<file path="config.mk">
export PLATFORM = sky130hd
export DESIGN_NAME = beat_scheduler
export DESIGN_NICKNAME = d
export VERILOG_FILES = /design/src/rtl/beat_sched_pkg.sv /design/src/rtl/beat_timer.sv /design/src/rtl/beat_scheduler.sv
export SDC_FILE = /design/constraint.sdc
export NUM_CORES = 1
export LEC_CHECK = 0
export CORE_MARGIN = 3
export CORE_UTILIZATION = 49
export CTS_BUF_LIST = sky130_fd_sc_hd__clkbuf_16
export CTS_CLUSTER_SIZE = 14
export DETAILED_ROUTE_END_ITERATION = 10
export PLACE_DENSITY_LB_ADDON = 0.15
export SLEW_MARGIN = 10
export SYNTH_ARGS = -nofsm -noshare
export SYNTH_HDL_FRONTEND = slang
export SYNTH_SLANG_ARGS = --single-unit
</file>
<file path="constraint.sdc">
create_clock -name clk -period 3.3 [get_ports clk]
set_input_delay 0.495 -clock clk [delete_from_list [all_inputs] [get_ports clk]]
set_output_delay 0.495 -clock clk [all_outputs]
set_load 0.01 [all_outputs]
</file>
<file path="src/rtl/beat_sched_pkg.sv">
// Shared types and parameter defaults for the beat scheduler.
// Latency: n/a (types and constants only).
// Backpressure: n/a.
//
// Holds the FSM state encoding and the default widths and minimum beat
// length used by beat_scheduler and beat_timer.
package beat_sched_pkg;

  localparam int DATA_W_DEF   = 8;
  localparam int CNT_W_DEF    = 24;
  localparam int MIN_BEAT_DEF = 4;

  typedef enum logic [1:0] {
    ST_IDLE  = 2'd0,
    ST_COUNT = 2'd1,
    ST_GRANT = 2'd2,
    ST_HOLD  = 2'd3
  } state_t;

endpackage

</file>
<file path="src/rtl/beat_timer.sv">
// Beat timer: latches the beat length, counts cycles and flags each beat boundary.
// Latency: beat_tick is combinational from the counter; first tick len-1 cycles after load.
// Backpressure: none; the count never waits on any handshake, only on pause.
//
// Optional feature macro: BEAT_SCHED_PAUSE_EN (adds the pause input).
// Ports:
//   clk, resetn   clock and asynchronous active-low reset
//   load          accepted start: latch max(beat_len, MIN_BEAT) and clear the counter
//   clr           stop request: clear the counter
//   run           scheduler is outside IDLE, counter may advance
//   pause         (BEAT_SCHED_PAUSE_EN only) freeze the counter and suppress ticks
//   beat_len      requested cycles per beat
//   beat_tick     one-cycle pulse when the counter sits on its last value
module beat_timer
  import beat_sched_pkg::*;
#(
  parameter int CNT_W    = CNT_W_DEF,
  parameter int MIN_BEAT = MIN_BEAT_DEF
) (
  input  logic             clk,
  input  logic             resetn,
  input  logic             load,
  input  logic             clr,
  input  logic             run,
`ifdef BEAT_SCHED_PAUSE_EN
  input  logic             pause,
`endif
  input  logic [CNT_W-1:0] beat_len,
  output logic             beat_tick
);

  logic [CNT_W-1:0] len_q;
  logic [CNT_W-1:0] cnt_q;
  logic             advance;
  logic             at_end;

`ifdef BEAT_SCHED_PAUSE_EN
  assign advance = run & ~pause;
`else
  assign advance = run;
`endif

  assign at_end    = (cnt_q == (len_q - CNT_W'(1)));
  // A frozen counter must not report a boundary, otherwise the FSM would
  // see the same beat once per paused cycle.
  assign beat_tick = advance & at_end;

  always_ff @(posedge clk or negedge resetn) begin
    if (!resetn) begin
      len_q <= CNT_W'(MIN_BEAT);
      cnt_q <= '0;
    end else begin
      if (load) begin
        // Very short beats would leave no room for grant + hold, so clamp.
        len_q <= (beat_len < CNT_W'(MIN_BEAT)) ? CNT_W'(MIN_BEAT) : beat_len;
      end

      if (load || clr) begin
        cnt_q <= '0;
      end else if (advance) begin
        cnt_q <= at_end ? '0 : cnt_q + CNT_W'(1);
      end
    end
  end

endmodule

</file>
<file path="src/rtl/beat_scheduler.sv">
// Beat scheduler: at every beat boundary grants one note from two pattern sources, round robin.
// Latency: grant cycle follows the beat tick; note_valid rises the cycle after the grant.
// Backpressure: note held until note_ready; a beat expiring while held is dropped and flags overrun.
//
// Optional feature macro: BEAT_SCHED_PAUSE_EN (adds input pause that freezes the beat counter).
// Ports:
//   clk, resetn                   clock and asynchronous active-low reset
//   pause                         (BEAT_SCHED_PAUSE_EN only) freeze the beat counter
//   start, stop                   single-cycle control requests; stop wins
//   beat_len                      cycles per beat, latched on an accepted start
//   srcN_valid/srcN_data          note code offered by pattern source N
//   srcN_ready                    note code taken from source N this cycle (combinational)
//   note_valid/note_data/note_src scheduled note and the source it came from
//   note_ready                    downstream accepts the note
//   beat_tick                     one-cycle pulse per beat boundary
//   running                       scheduler is outside IDLE
//   overrun                       sticky: a beat expired while a note was pending
module beat_scheduler
  import beat_sched_pkg::*;
#(
  parameter int DATA_W   = DATA_W_DEF,
  parameter int CNT_W    = CNT_W_DEF,
  parameter int MIN_BEAT = MIN_BEAT_DEF
) (
  input  logic              clk,
  input  logic              resetn,
`ifdef BEAT_SCHED_PAUSE_EN
  input  logic              pause,
`endif
  input  logic              start,
  input  logic              stop,
  input  logic [CNT_W-1:0]  beat_len,
  input  logic              src0_valid,
  input  logic [DATA_W-1:0] src0_data,
  output logic              src0_ready,
  input  logic              src1_valid,
  input  logic [DATA_W-1:0] src1_data,
  output logic              src1_ready,
  output logic              note_valid,
  output logic [DATA_W-1:0] note_data,
  output logic              note_src,
  input  logic              note_ready,
  output logic              beat_tick,
  output logic              running,
  output logic              overrun
);

  state_t state;
  logic   ptr;          // source preferred at the next grant
  logic   load;
  logic   [1:0] src_valid;
  logic   pick;
  logic   pick_ok;
  logic   do_grant;
  logic   accept;

  assign src_valid = {src1_valid, src0_valid};

  // Preferred source first, otherwise fall back to the other one.
  assign pick    = src_valid[ptr] ? ptr : ~ptr;
  assign pick_ok = |src_valid;

  // A stop in the grant cycle abandons the grant: nothing is taken.
  assign do_grant   = (state == ST_GRANT) & ~stop & pick_ok;
  assign src0_ready = do_grant & (pick == 1'b0);
  assign src1_ready = do_grant & (pick == 1'b1);

  assign accept  = note_valid & note_ready;
  assign load    = (state == ST_IDLE) & start & ~stop;
  assign running = (state != ST_IDLE);

  beat_timer #(
    .CNT_W    (CNT_W),
    .MIN_BEAT (MIN_BEAT)
  ) u_timer (
    .clk       (clk),
    .resetn    (resetn),
    .load      (load),
    .clr       (stop),
    .run       (running),
`ifdef BEAT_SCHED_PAUSE_EN
    .pause     (pause),
`endif
    .beat_len  (beat_len),
    .beat_tick (beat_tick)
  );

  always_ff @(posedge clk or negedge resetn) begin
    if (!resetn) begin
      state      <= ST_IDLE;
      ptr        <= 1'b0;
      note_valid <= 1'b0;
      note_data  <= '0;
      note_src   <= 1'b0;
      overrun    <= 1'b0;
    end else if (stop) begin
      // Any pending note is abandoned; overrun stays sticky until next start.
      state      <= ST_IDLE;
      note_valid <= 1'b0;
      note_data  <= '0;
      note_src   <= 1'b0;
    end else begin
      unique case (state)
        ST_IDLE: begin
          if (start) begin
            state   <= ST_COUNT;
            overrun <= 1'b0;
          end
        end

        ST_COUNT: begin
          if (beat_tick) state <= ST_GRANT;
        end

        ST_GRANT: begin
          if (pick_ok) begin
            note_valid <= 1'b1;
            note_data  <= pick ? src1_data : src0_data;
            note_src   <= pick;
            ptr        <= ~pick;
            state      <= ST_HOLD;
          end else begin
            // Empty beat: no source had a note, pointer stays put.
            state <= ST_COUNT;
          end
        end

        ST_HOLD: begin
          if (accept) begin
            note_valid <= 1'b0;
            // Accepting on a boundary lets that beat be granted straight away.
            state      <= beat_tick ? ST_GRANT : ST_COUNT;
          end else if (beat_tick) begin
            // The beat is lost; keep holding the old note.
            overrun <= 1'b1;
          end
        end

        default: state <= ST_IDLE;
      endcase
    end
  end

endmodule

</file>
# After elaboration in Yosys (flattened, before gate mapping)
# Cells that the tools add are included.
totals:
  reg_bits: 62
  input_bits: 47
  out_inout_bits: 15
  elab_cells: 77
classes:
  add_sub_neg: 2
  magnitude_cmp: 2
  n_eq_ne: 11
  muxes: 29
  n_bitwise: 11
  n_reduce_logical: 14
ops:
  columns: ["operator", "n"]
  rows:
  - ["two-way mux 24 bit", 4]
  - ["two-way mux 8 bit", 4]
  - ["adder 24 x 1 -> 24 bit, second input constant", 1]
  - ["== test 24 bit", 1]
  - ["less-than comparator 24 x 3 -> 1 bit, second input constant", 1]
  - ["subtractor 24 x 1 -> 24 bit, second input constant", 1]
  - ["two-way mux 1 bit", 12]
  - ["two-way mux 2 bit", 6]
  - ["inequality test 3 bit, second input constant", 4]
  - ["nonzero test 2 bit", 5]
  - ["AND reduction 3 bit", 3]
  - ["AND 1 bit", 8]
  - ["one-hot mux 2 bit (4 select lines)", 1]
  - ["inequality test 2 bit, second input constant", 3]
  - ["AND reduction 5 bit", 1]
  - ["== test 2 bit, second input constant", 2]
  - ["one-hot mux 1 bit (2 select lines)", 2]
  - ["inverter 1 bit", 3]
  - ["nonzero test 3 bit", 1]
  - ["== test 2 x 1 -> 1 bit, second input constant", 1]
  - ["zero test 2 bit", 1]
  - ["less-than comparator 1 x 2 -> 1 bit, second input constant", 1]
  - ["AND reduction 2 bit", 1]
  - ["OR reduction 2 bit", 1]
  - ["logical OR 1 bit", 1]

# Logic depth before layout (Yosys ltp)
logic_depth:
  word_depth: 7
  ltp_mapped: 12
  depth_no_buf: 10

# Modules after synthesis
# A second synthesis with hierarchy kept.
unflattened:
  hier_cells: 376
  area_unflattened_um2: 3757.4
by_module_without_submodules:
  columns: ["module", "instances", "cells_each", "area_each_um2", "seq_area_each_um2"]
  rows:
  - ["beat_timer", 1, 314, 3022.9, 1202.4]
  - ["beat_scheduler", 1, 62, 734.5, 350.3]

# Worst setup path before layout
# No wires, ideal clock.
synth_path:
  kind: "register -> output"
  start: "register u_timer.len_q[5]"
  end: "output port beat_tick"
  arrival_time_ns: 2.952
  required_ns: 2.805
  slack_ns: -0.147
  stages_incl_launch_ff: 11
  path_buffers: 3
  cell_sequence: "dfrtp_1 buf_6 or4_4 buf_6 or4_4 nor4_1 a31oi_1 a211o_1 or3_1 clkbuf_1 nor2_1"
synth_via:
  elab_chain_len: 3
synth_rtl:
  columns: ["item", "line", "source"]
  rows:
  - ["start, declared", "beat_timer.sv:32", "logic [CNT_W-1:0] len_q;"]
  - ["start signal, assigned", "beat_timer.sv:50", "len_q <= CNT_W'(MIN_BEAT);"]
  - ["start signal, assigned", "beat_timer.sv:55", "len_q <= (beat_len < CNT_W'(MIN_BEAT)) ? CNT_W'(MIN_BEAT) : beat_len;"]
  - ["subtractor 24 x 1 -> 24 bit", "beat_timer.sv:43", "assign at_end = (cnt_q == (len_q - CNT_W'(1)));"]
  - ["== test 24 bit", "beat_timer.sv:43", null]
  - ["AND 1 bit", "beat_timer.sv:46", "assign beat_tick = advance & at_end;"]
  - ["end, declared", "beat_scheduler.sv:43", "output logic beat_tick,"]
# No other way between the ends.

# Worst setup path after layout
layout_path:
  start: "register u_timer.len_q[8]"
  end: "output port beat_tick"
# Same word-level chain as after synthesis.

==> results.json <==
{
  "tightest_slew_ns": 0.846,
  "io_pins": 62,
  "crit_type": "reg2out",
  "violations": "setup timing",
  "syn_area_sq_mm": 0.00383,
  "crit_chain": "or4_4 > or4_4 > a311o_1 > a211oi_2 > nand4_1 > or3_4 > nor2_4 > buf_6",
  "rows": 31,
  "min_period_over_period_pct": 107,
  "clock_sinks": 62,
  "cap_violations": 0,
  "status": "finished with violations",
  "final_cells": 655,
  "n_fill_cell": 571,
  "cts_tree": "yes",
  "wl_per_cell_um": 16.0,
  "met3_usage_pct": 6.85,
  "fmax_ghz": 0.285,
  "crit_path_max_fanout": 2,
  "report.final.setup_viol": 1,
  "drive_gt1_share_pct": 15.6,
  "synth_edf_count": 0,
  "finalWorstSetupSlack_ns": -0.215,
  "end_kind": "output port",
  "ys_seq_area_share_pct": 40.5,
  "p_leak_nw": 2.33,
  "grt_antenna_before_repair": 0,
  "grt_max_degree": 41,
  "slew_headroom_pct": 43.6,
  "diodes": 0,
  "maxSlewViolCount": 0,
  "worst_ir_drop_vdd_v": 0.000331,
  "h-tree-depth": 3,
  "synth_ff_type": "dfrtp_1",
  "final_area_sq_mm": 0.00522,
  "clkLatencyLatePin_ns": 0.33,
  "drt-total-wl_mm": 10.5,
  "report.power.total_w": 0.00230,
  "dpl-instance-area_sq_mm": 0.00481,
  "drc": 0,
  "grt_util_all_layers_pct": 24.4,
  "cp.required_ns": 2.80,
  "arrival_ns": 3.02,
  "synth-async-reset-ratio_pct": 100,
  "vias": 3690,
  "synthesis.nets": 507,
  "layout.nets": 600,
  "place_hpwl_mm": 7.37,
  "clkTransAtPathRegs_ns": 0.05,
  "drtIter0Drc": 228,
  "ys_seq_elements": 62,
  "cts_buffer_depth": 2,
  "groute.layer.met1.usage_pct": 33.1,
  "via_per_inst": 5.63,
  "multiInputGateArea_sq_mm": 0.00220,
  "gp_congestion": 0.864,
  "dr.pass1.iters": 5,
  "fin_crit_ns": 3.51,
  "port_buffers": 61,
  "hold_path.class": "in2async",
  "cts_inserted_buffers": 9,
  "globalRoute.totalOverflow": 0,
  "initial_utilization_pct": 51.7,
  "synth_cells": 458,
  "start_kind": "flip-flop",
  "grt_util_met2_pct": 38.5,
  "dieArea_sq_mm": 0.00892,
  "grt_pass1_vias": 3581,
  "syn_to_final_growth_pct": 36.3,
  "yosysWarnings": 0,
  "grt_pass1_wl_mm": 16.8,
  "slowest_delay_ns": 0.55,
  "ys_types": 56,
  "postSynthAreaPerCell_sq_um": 8.37,
  "dp.cells": 635,
  "top_usage_layer": "met2",
  "grt_setup_unrepaired": "true",
  "crit_top_cell": "or4_4",
  "die_y_um": 94.4,
  "crit_path_top_delay_cell": "or4_4",
  "die_x_um": 94.4,
  "ff_latch_area_sq_mm": 0.00155,
  "place_ws_ns": -0.421,
  "skew_ns": 0.00427,
  "cts_root_buf": "clkbuf_16",
  "postRouteAntennaNets": 0,
  "finalHoldViolCount": 0,
  "power_density_mw_per_mm2": 441,
  "coreArea_sq_mm": 0.00741
}
kinds of logic after synthesis:
| group | Yosys count | synth area share (%) |
|---|---|---|
| buffers and inverters | 38 | 4.38 |
| multiplexers | 9 | 2.35 |
| AO/OA/AOI/OAI | 82 | 14.8 |
| flip-flops | 62 | 40.5 |
| adder cells (fa/ha/maj) | 2 | 0.653 |
| AND/OR/NAND/NOR | 234 | 30.2 |
| XOR/XNOR | 31 | 7.09 |
what timing repair did:
action | in CTS | in global routing
setup endpoints to repair | 5 | 16
resized for setup | 14 | 5
gates cloned | 0 | 2
pin swaps | 7 | 4
hold buffers | 0 | 0
setup buffers | 1 | 1
final timing paths:
check | startpoint | endpoint | slack (ns) | cells past startpoint
setup / recovery | u_timer.len_q[8] | beat_tick | -0.21 | 8
hold / removal | resetn | u_timer.cnt_q[3] | 0.27 | 1
setup reg to reg | u_timer.len_q[8] | u_timer.cnt_q[16] | 0.08 | 11
hold reg to reg | u_timer.len_q[23] | u_timer.len_q[23] | 0.50 | 2
max in group asynchronous | resetn | u_timer.cnt_q[16] | 2.30 | 2
min in group clk | u_timer.len_q[23] | u_timer.len_q[23] | 0.50 | 2
layout make-up:
| cell class | count | area share, % |
|---|---|---|
| Tap cell | 99 | 2.37 |
| Clock buffer | 9 | 4.31 |
| Inverter | 10 | 0.719 |
| Clock inverter | 7 | 1.10 |
| Multi-Input combinational cell | 358 | 42.1 |
| Sequential cell | 62 | 29.7 |
| Timing Repair Buffer | 110 | 19.7 |
cell usage after synthesis, types with 5 or more instances:
library cell / number / area, sq um
nand3_1: 14 / 70.1
nor2_1: 41 / 154
clkbuf_1: 18 / 67.6
nor4_1: 23 / 144
a211o_1: 6 / 52.6
nand2b_1: 6 / 37.5
xnor2_1: 26 / 228
a21o_1: 13 / 97.6
or4_1: 5 / 37.5
nand2_1: 89 / 334
dfrtp_1: 61 / 1530
a21oi_1: 9 / 45.0
o21ai_0: 21 / 105
mux2i_1: 9 / 90.1
inv_1: 10 / 37.5
a211oi_1: 9 / 67.6
nand4_1: 7 / 43.8
xor2_1: 5 / 43.8
nor3_1: 19 / 95.1
flip-flops by register name, indices dropped and copies added (netlist names):
register	cells
u_timer.cnt_q	24
u_timer.len_q	24
note_data	8
state	2
note_src	1
note_valid	1
overrun	1
ptr	1
metal layers:
metal  up-vias  wire length (um)  part of all wire [%]
met5         -                 0                     0
met4         0               125                   1.2
met3        11               561                   5.4
met2       106              5030                    48
met1      1755              4770                    45
li1       1818                 -                     -
critical path: cells and delay by family, from the launching register on:
family                 cells  cell delay [ns]
AO/OA/AOI/OAI              2             0.49
buffers and inverters      1             0.10
flip-flops                 1             0.38
AND/OR/NAND/NOR            5             1.73
cells in the final DEF (no fill, tap or decap), types with 6 or more instances in the layout:
cell,Yosys,routed
a211o_1,6,6
a211oi_1,9,8
a21o_1,13,13
a21oi_1,9,9
buf_4,2,45
clkbuf_16,0,11
clkdlybuf4s50_1,0,59
dfrtp_1,61,61
inv_1,10,10
mux2i_1,9,9
nand2_1,89,89
nand2b_1,6,6
nand3_1,14,14
nand4_1,7,7
nor2_1,41,40
nor3_1,19,18
nor4_1,23,19
o21ai_0,21,21
xnor2_1,26,26
power by group:
group | leakage, nW | switching, W | internal [W]
clock network | 0.151 | 0.000333 | 0.000573
logic | 1.35 | 0.000258 | 0.000265
registers | 0.825 | 0.0000579 | 0.000813
total | 2.33 | 0.000650 | 0.00165
per-stage QoR:
| step | util, % | hold slack (ns) | setup TNS [ns] |
|---|---|---|---|
| finish | 70.5 | 0.272 | -0.215 |
| global route | 70.5 | 0.327 | -0.294 |
| CTS | 69.2 | 0.299 | -0.244 |
| detailed placement | 64.9 | 0.488 | -0.421 |
| global placement | 64.9 | 0.477 | -0.364 |
| floorplan | - | 0.199 | -0.0319 |
No activity file was read; power rests on OpenSTA's default activity.
